$ cat config.mk
export PLATFORM = sky130hd
export DESIGN_NAME = coin_acceptor
export DESIGN_NICKNAME = d
export VERILOG_FILES = /design/src/rtl/vending_pkg.sv /design/src/rtl/coin_debounce.sv /design/src/rtl/coin_acceptor.sv
export SDC_FILE = /design/constraint.sdc
export NUM_CORES = 1
export LEC_CHECK = 0
export CAP_MARGIN = 20
export CORE_AREA = 10 10 60 62
export DETAILED_ROUTE_END_ITERATION = 10
export DIE_AREA = 0 0 70 72
export PLACE_DENSITY = 0.7
export SLEW_MARGIN = 20
export SYNTH_ARGS = -nofsm -noshare
export SYNTH_HDL_FRONTEND = slang
export SYNTH_HIERARCHICAL = 1
export SYNTH_SLANG_ARGS = --single-unit
$ cat constraint.sdc
create_clock -name clk -period 1.5 [get_ports clk]
set_clock_uncertainty 0.15 [all_clocks]
set_input_delay 0.225 -clock clk [delete_from_list [all_inputs] [get_ports clk]]
set_output_delay 0.225 -clock clk [all_outputs]
set_load 0.02 [all_outputs]
$ cat src/rtl/vending_pkg.sv
// Shared types for the vending machine front end: coin identities, their
// credit values and the coin acceptor output FSM states.
package vending_pkg;

    typedef enum logic [1:0] {
        COIN_NONE = 2'd0,
        COIN_5    = 2'd1,
        COIN_10   = 2'd2
    } coin_t;

    localparam int COIN5_UNITS  = 5;
    localparam int COIN10_UNITS = 10;

    typedef enum logic {
        ACC_IDLE = 1'b0,
        ACC_GAP  = 1'b1
    } acc_state_t;

endpackage

$ cat src/rtl/coin_debounce.sv
// One coin-slot sensor line: synchroniser chain, stable-sample debouncer and
// a one-cycle pulse on every rising edge of the debounced level.
module coin_debounce #(
    parameter int SYNC_STAGES     = 2,
    parameter int DEBOUNCE_CYCLES = 16
) (
    input  logic clk,
    input  logic rst,
    input  logic raw,
    output logic level,
    output logic rise
);

    localparam int CW = $clog2(DEBOUNCE_CYCLES + 1);

    logic [SYNC_STAGES-1:0] sync_q;
    logic [CW-1:0]          cnt_q, cnt_d;
    logic                   level_q, level_d;
    logic                   rise_q, rise_d;
    logic                   s;

    // Metastability chain; raw enters at bit 0, settled value leaves at the top.
    always_ff @(posedge clk or negedge rst) begin
        if (!rst) begin
            sync_q <= '0;
        end else begin
            sync_q <= {sync_q[SYNC_STAGES-2:0], raw};
        end
    end

    assign s = sync_q[SYNC_STAGES-1];

    // Count consecutive samples that disagree with the debounced level; accept
    // the new level once enough have been seen, flagging a rise when it goes high.
    always_comb begin
        cnt_d   = cnt_q;
        level_d = level_q;
        rise_d  = 1'b0;
        if (s == level_q) begin
            cnt_d = '0;
        end else if (cnt_q == CW'(DEBOUNCE_CYCLES - 1)) begin
            level_d = s;
            cnt_d   = '0;
            rise_d  = s;
        end else begin
            cnt_d = cnt_q + 1'b1;
        end
    end

    // Debouncer state and the registered edge pulse.
    always_ff @(posedge clk or negedge rst) begin
        if (!rst) begin
            cnt_q   <= '0;
            level_q <= 1'b0;
            rise_q  <= 1'b0;
        end else begin
            cnt_q   <= cnt_d;
            level_q <= level_d;
            rise_q  <= rise_d;
        end
    end

    assign level = level_q;
    assign rise  = rise_q;

endmodule

$ cat src/rtl/coin_acceptor.sv
// Coin acceptor: debounces both sensors, arbitrates coin events, keeps one
// coin pending and paces credit pulses with a fixed idle gap after each one.
module coin_acceptor
    import vending_pkg::*;
#(
    parameter int SYNC_STAGES     = 2,
    parameter int DEBOUNCE_CYCLES = 16,
    parameter int GAP_CYCLES      = 2
) (
    input  logic clk,
    input  logic rst,
    input  logic coin5_raw,
    input  logic coin10_raw,
    output logic c5,
    output logic c10,
    output logic reject,
    output logic busy
);

    localparam int GW = $clog2(GAP_CYCLES + 1);

    logic [1:0]    raw_vec;
    logic [1:0]    rise_vec;
    logic [1:0]    level_unused;

    acc_state_t    state_q, state_d;
    logic [GW-1:0] gap_q, gap_d;
    coin_t         pend_q, pend_d;
    coin_t         ev;
    coin_t         sel;
    logic          both;
    logic          c5_q, c5_d, c10_q, c10_d, reject_q, reject_d, busy_q, busy_d;

    // Bit 0 is the 5-unit line, bit 1 the 10-unit line.
    assign raw_vec = {coin10_raw, coin5_raw};

    generate
        for (genvar gi = 0; gi < 2; gi++) begin : g_line
            coin_debounce #(
                .SYNC_STAGES    (SYNC_STAGES),
                .DEBOUNCE_CYCLES(DEBOUNCE_CYCLES)
            ) u_debounce (
                .clk  (clk),
                .rst  (rst),
                .raw  (raw_vec[gi]),
                .level(level_unused[gi]),
                .rise (rise_vec[gi])
            );
        end
    endgenerate

    // Arbitration, pending slot and gap pacing; both coins at once is refused.
    always_comb begin
        both     = rise_vec[0] & rise_vec[1];
        ev       = COIN_NONE;
        if (!both && rise_vec[0]) ev = COIN_5;
        if (!both && rise_vec[1]) ev = COIN_10;
        state_d  = state_q;
        gap_d    = gap_q;
        pend_d   = pend_q;
        sel      = COIN_NONE;
        c5_d     = 1'b0;
        c10_d    = 1'b0;
        reject_d = both;
        case (state_q)
            ACC_IDLE: begin
                sel = (pend_q != COIN_NONE) ? pend_q : ev;
                if (sel != COIN_NONE) begin
                    c5_d    = (sel == COIN_5);
                    c10_d   = (sel == COIN_10);
                    state_d = ACC_GAP;
                    gap_d   = GW'(GAP_CYCLES);
                    // Serving the pending coin frees the slot for a new arrival.
                    pend_d  = (pend_q != COIN_NONE) ? ev : COIN_NONE;
                end
            end
            ACC_GAP: begin
                if (gap_q == GW'(1)) begin
                    state_d = ACC_IDLE;
                    gap_d   = '0;
                end else begin
                    gap_d = gap_q - 1'b1;
                end
                if (ev != COIN_NONE) begin
                    if (pend_q == COIN_NONE) pend_d = ev;
                    else                     reject_d = 1'b1;
                end
            end
            default: state_d = ACC_IDLE;
        endcase
        busy_d = (state_d != ACC_IDLE) || (pend_d != COIN_NONE);
    end

    // FSM state, pending coin and registered outputs.
    always_ff @(posedge clk or negedge rst) begin
        if (!rst) begin
            state_q  <= ACC_IDLE;
            gap_q    <= '0;
            pend_q   <= COIN_NONE;
            c5_q     <= 1'b0;
            c10_q    <= 1'b0;
            reject_q <= 1'b0;
            busy_q   <= 1'b0;
        end else begin
            state_q  <= state_d;
            gap_q    <= gap_d;
            pend_q   <= pend_d;
            c5_q     <= c5_d;
            c10_q    <= c10_d;
            reject_q <= reject_d;
            busy_q   <= busy_d;
        end
    end

    assign c5     = c5_q;
    assign c10    = c10_q;
    assign reject = reject_q;
    assign busy   = busy_q;

endmodule

[Word-level counts from Yosys, hierarchy flattened]
Index checks and enable logic that the tools add are counted.
Cells by class
  add/subtract/negate cells: 3
  equality and inequality tests: 8
  mux-type cells: 29
  bitwise operators: 4
  reductions and logical operators: 11
Operators with widths (count)
  $mux W5: 4
  $mux W2: 8
  $mux W1: 14
  $add A5 B1 Y5 const B: 2
  $eq A5 B4 Y1 const B: 2
  $pmux W2 S2: 2
  $reduce_bool A2 Y1: 4
  $eq A2 B1 Y1 const B: 2
  $reduce_and A2 Y1: 2
  $not A1 Y1: 3
  $eq A1 B1 Y1: 2
  $eq A2 B2 Y1 const B: 1
  $logic_and A1 B1 Y1: 2
  $logic_not A2 Y1: 1
  $ne A2 B2 Y1 const B: 1
  $pmux W1 S2: 1
  $sub A2 B1 Y2 const B: 1
  $and A1 B1 Y1: 1
  $logic_not A1 Y1: 1
  $logic_or A1 B1 Y1: 1
Word-level totals
  register bits: 27
  input port bits: 4
  output and inout bits: 4
  word-level logic and storage cells: 70

[Logic depth before layout (Yosys ltp)]
  depth after elaboration: 11
  mapped depth: 5
  mapped depth without buffers: 5

[By module]
The synthesis kept the hierarchy.
Modules (own cells, without submodules)
  coin_debounce: instances 2, cells an instance 25, area an instance 350.3 µm², sequential area each 225.2 µm²
  coin_acceptor: instances 1, cells an instance 46, area an instance 490.5 µm², sequential area each 225.2 µm²

[Worst setup path after synthesis]
No wires, ideal clock.
  path kind: register -> register
  start point: reg g_line[0].u_debounce.rise_q
  end point: reg busy_q, in the netlist busy
  library setup time: 0.101 ns
  arrival time: 1.261 ns
  data required time: 1.249 ns
  slack: -0.012 ns
  stages on the path, launching flop included: 5
  buffers on the path: 0
  period minus slack after synthesis: 1.512 ns
  path through: dfrtp_1 -> inv_1 -> ha_1 -> o311a_1 -> o311ai_2
On the way
  longest elaborated chain between the ends: 11
  elaborated cells between the ends (all ways): 18
  those cells by class: mux: 10; bitwise: 1; reduce/logical: 7
RTL lines
  from (decl): RTL line coin_debounce.sv:19  | logic rise_q, rise_d;
  from (signal assigned): RTL line coin_debounce.sv:59  | rise_q <= rise_d;
  $and A1 B1 Y1: RTL line coin_acceptor.sv:54  | both = rise_vec[0] & rise_vec[1];
  $logic_not A1 Y1: RTL line coin_acceptor.sv:56, coin_acceptor.sv:57
  $logic_and A1 B1 Y1: RTL line coin_acceptor.sv:56  | if (!both && rise_vec[0]) ev = COIN_5;
  $mux W1: RTL line coin_acceptor.sv:56
  $mux W2 (*): RTL line coin_acceptor.sv:57  | if (!both && rise_vec[1]) ev = COIN_10;
  $mux W2: RTL line coin_acceptor.sv:67  | sel = (pend_q != COIN_NONE) ? pend_q : ev;
  $reduce_bool A2 Y1: RTL line coin_acceptor.sv:68  | if (sel != COIN_NONE) begin
  $mux W2: RTL line coin_acceptor.sv:68
  $pmux W2 S2: RTL line coin_acceptor.sv:65  | case (state_q)
  $reduce_bool A2 Y1: RTL line coin_acceptor.sv:91  | busy_d = (state_d != ACC_IDLE) || (pend_d != COIN_NONE);
  $logic_or A1 B1 Y1 (*): RTL line coin_acceptor.sv:91
  via busy_d: RTL line coin_acceptor.sv:32  | logic c5_q, c5_d, c10_q, c10_d, reject_q, reject_d, busy_q, busy_d;
  to (signal assigned): RTL line coin_acceptor.sv:111  | busy_q <= busy_d;
  to (decl): RTL line coin_acceptor.sv:32
The timed path passes the listed nets; every way through them passes the cells marked *.
A chain may end at the register's enable or synchronous reset.

[Worst setup path after layout]
Same ends and word-level chain as after synthesis.

==> results by stage <==
Outcome:
- The run finished with clean final reports.

Global routing:
- The total track usage is 7.57%.
- After global routing the overflow that remains totals 0.
- Global routing used under 10% of the available met1 tracks.
- The number of antenna violations at the first check in global routing was 0.
- In this run the most used layer during global routing was met2.
- Global routing consumed, on the met2 layer, 12.9% of the routing resources.
- The largest net degree at the start of global routing is 28.
- The via count of the first global-routing pass is 785.
- The first-pass GRT wire length is 3280 um.
- In the global route stage, met3 resource usage came out at 2.31%.

Detailed routing:
- After detailed routing, the number of vias per cell comes to ~5.0.
- The number of detailed-route iterations in the first pass is 4.
- The number of vias after detailed routing is between 700 and 800.
- The number of nets still failing antenna checks after routing is 0.
- For this block, the initial DRC count from the detailed router was 30.
- The DRC violation count after routing is 0.
- Dividing the detail-routed wire length by the instance count gives about 12 um.
- The final wirelength is 1770 um.

CTS:
- The clock sink total is 27.
- The tree is rooted in a sky130_fd_sc_hd__clkbuf_4.
- In this run the deepest clock path goes through 2 buffers.
- The clock network latency to the later pin of the worst-skew pair is 0.31 ns.
- The number of H-tree branching levels is 1.
- Counting the buffers created by CTS gives 3.
- Buffers inserted to repair hold after CTS numbered 0.
- Clock-pin slew was measured on the worst setup and hold paths at 0.14 ns.
- TritonCTS built the clock tree.

Worst setup path:
- STA puts the critical path data arrival time at around 1.5 ns.
- The required time of the critical path is about 1.6 ns.
- In this run the worst setup path begins at g_line[0].u_debounce/rise.
- The maximum fanout count along the critical path is 3.
- The destination of the critical timing path is busy.
- The flop-to-flop setup slack is between 0.02 and 0.025 ns.
- The destination of the worst register-to-register timing path is busy.
- The number of cells on the worst reg-to-reg path is 5.
- STA classifies the critical path startpoint as a register.
- The origin of the critical flop-to-flop path is g_line[0].u_debounce/rise.
- STA classifies the critical path endpoint as a register.
- The setup path with the least slack is of type reg -> reg.

Synth:
- The compound-cell area share of the yosys netlist is just over 8%.
- The total of flip-flops plus latches after synthesis is 27.
- In the synthesized netlist the dominant register cell turns out to be sky130_fd_sc_hd__dfrtp_1.
- The synthesized net count is roughly 110.
- Averaged over all synthesized cells, the footprint is 12.4 um^2.
- The Yosys warning count is 6.
- The netlist area before placement is 1190 um^2.
- The xor/xnor cell area share of the yosys netlist is 4.41%.
- The share of the Yosys chip area taken by registers is 56.7%.
- The area share of and/or/nand/nor cells after synthesis is approximately 17%.
- Synthesis instantiated 28 different standard cells from the library.
- The cell count after synthesis came out at 96.
- By area, the combinational part of the netlist is dominated by simple AND/OR/NAND/NOR gates.
- The number of flops mapped to enable cells by yosys is 0.
- Of the post-synthesis cell area, the part taken by muxes is 1.89%.
- Counting flops with an async set or reset pin after synthesis yields a share of 100%.
- The fraction of the mapped netlist area in adder cells is 7.35%.

Placement:
- The final weighted congestion of routability-driven global placement is 0.724.
- After detailed placement, the design holds a cell count of 138.
- The number of port buffers is 7.
- The post-place setup slack is -0.0218 ns.
- The estimated wirelength of the detail-placed design is 1300 um.

Finish:
- The final core utilization is 58.0%.
- In the final layout, the share of cells above drive strength 1 is 31.0%.
- Leaving out fill and tap cells, the most frequent cells in the layout are sky130_fd_sc_hd__dfrtp_1 (26), sky130_fd_sc_hd__nor2_1 (10), sky130_fd_sc_hd__inv_1 (7).
- The synthesis-to-finish area growth is 18.4%.
- For this run, the post-layout net count is 125.
- The most common cell after layout, fill and taps aside is sky130_fd_sc_hd__dfrtp_1.
- The number of antenna diodes in the final layout is 0.
- The number of cells in the finished layout apart from fillers is 143.

Run:
- Across the run, the number of max-cap violations was 0.

STA:
- After layout, the minimum clock period comes to roughly 1.5 ns.
- For the final routed database, the setup TNS stands at 0 ns.
- Measured against its own limit, the worst slew margin works out to 77.9%.
- The post-route fraction of the period consumed by the critical path is 98.6%.
- The slew at the pin closest to its max-slew limit is about 0.33 ns.
- Setup violations remaining at the end of the flow were counted as 0.
- The count of final hold-check violations was 0.
- The count of pins over their slew limit is 0.
- Static timing analysis puts the maximum clock frequency at 0.676 GHz.
- After layout, the worst setup slack is 0.0213 ns.
- Setup repair after global routing could not meet its margin everywhere.

Power:
- The static leakage is between 0.7 and 0.8 nW.
- Power spread over the standard cell area amounts to 797 nW/um^2.
- Summing internal, switching and leakage power gives around 1.1 mW.
- VDD sags by at most 0.637 mV.

Die:
- The vertical die dimension is around 70 um.
- The floorplan die area is 5040 um^2.
- The horizontal extent of the die is around 70 um.
- The placeable core region is 2430 um^2.
- In this run the core area contains 18 standard-cell rows.
- The top-level I/O count is 8.
- Once the floorplan was initialized, standard cells occupied 49.0% of the core.

Worst hold path:
- The path class of the tightest hold or removal check is in -> async.
power by group:
part	internal (mW)	switching [mW]	leakage, nW
clock	0.0995	0.201	0.0177
sequential	0.749	0.0141	0.361
combinational	0.0273	0.0330	0.329
total	0.876	0.248	0.708
metrics by stage:
step | cell area, um^2 | hold WS [ns]
finish | 1410 | 0.106
global route | 1410 | 0.113
CTS | 1380 | 0.111
detailed placement | 1350 | 0.193
global placement | 1350 | 0.185
floorplan | 1200 | -0.221
critical path, stage by stage, from the launching register on:
cell	delay, ns
sky130_fd_sc_hd__dfrtp_1	0.42
sky130_fd_sc_hd__buf_6	0.13
sky130_fd_sc_hd__ha_2	0.17
sky130_fd_sc_hd__nor3b_2	0.15
sky130_fd_sc_hd__o221ai_2	0.21
sky130_fd_sc_hd__o311ai_4	0.13
routing by layer:
metal	wire [um]	up-vias
met1	862	352
met2	846	7
met5	0	-
met3	48	2
met4	12	0
li1	-	354
layout make-up:
| class | instances | area, um^2 |
|---|---|---|
| Tap cell | 30 | 37.5 |
| Sequential cell | 27 | 677 |
| Fill cell | 215 | 1020 |
| Clock buffer | 3 | 22.5 |
| Clock inverter | 1 | 5.00 |
| Inverter | 10 | 37.5 |
| Timing Repair Buffer | 14 | 121 |
| Multi-Input combinational cell | 58 | 509 |
cell families after synthesis:
logic type	after synthesis
flops	27
fa+ha+maj	7
xor+xnor	6
compound gates	11
mux	2
simple gates	32
buf+inv	11
cell usage after synthesis (2+ instances only):
master / instances / share of area, %
sky130_fd_sc_hd__a21oi_1: 3 / 1.3
sky130_fd_sc_hd__and2_2: 2 / 1.3
sky130_fd_sc_hd__and3_2: 2 / 1.3
sky130_fd_sc_hd__dfrtp_1: 27 / 57
sky130_fd_sc_hd__ha_1: 7 / 7.4
sky130_fd_sc_hd__inv_1: 10 / 3.2
sky130_fd_sc_hd__mux2_1: 2 / 1.9
sky130_fd_sc_hd__nand3_1: 2 / 0.84
sky130_fd_sc_hd__nand3_2: 2 / 1.7
sky130_fd_sc_hd__nor2_1: 10 / 3.2
sky130_fd_sc_hd__nor2_2: 2 / 1.1
sky130_fd_sc_hd__nor3_1: 2 / 0.84
sky130_fd_sc_hd__nor3b_1: 2 / 1.3
sky130_fd_sc_hd__nor4b_2: 2 / 2.5
sky130_fd_sc_hd__o21ai_2: 2 / 1.5
sky130_fd_sc_hd__or2b_1: 2 / 1.3
sky130_fd_sc_hd__xor2_1: 6 / 4.4
registers in the layout, indices dropped and copies added (netlist names):
register and cells:
busy 1, c10 1, c5 1, g_line.u_debounce/cnt_q 10
g_line.u_debounce/level 2, g_line.u_debounce/rise 2, g_line.u_debounce/sync_q 4, gap_q 2
pend_q 2, reject 1, state_q 1
repair_timing:
item,CTS,global route
endpoints found under the setup margin,5,3
resized for setup,4,9
cloned,0,0
pin swaps,2,2
setup buffers,1,0
how the worst min path moves through the flow:
stage	start	to	slack (ns)	cells after the start
after floorplan	rst	busy	-0.22	0
after global placement	g_line[1].u_debounce/sync_q[0]	g_line[1].u_debounce/sync_q[1]	0.19	0
after detailed placement	g_line[0].u_debounce/sync_q[0]	g_line[0].u_debounce/sync_q[1]	0.19	0
after CTS	rst	gap_q[1]	0.11	2
after global routing	rst	gap_q[1]	0.11	2
final	rst	gap_q[0]	0.11	2
(Power assumes the default switching activity.)
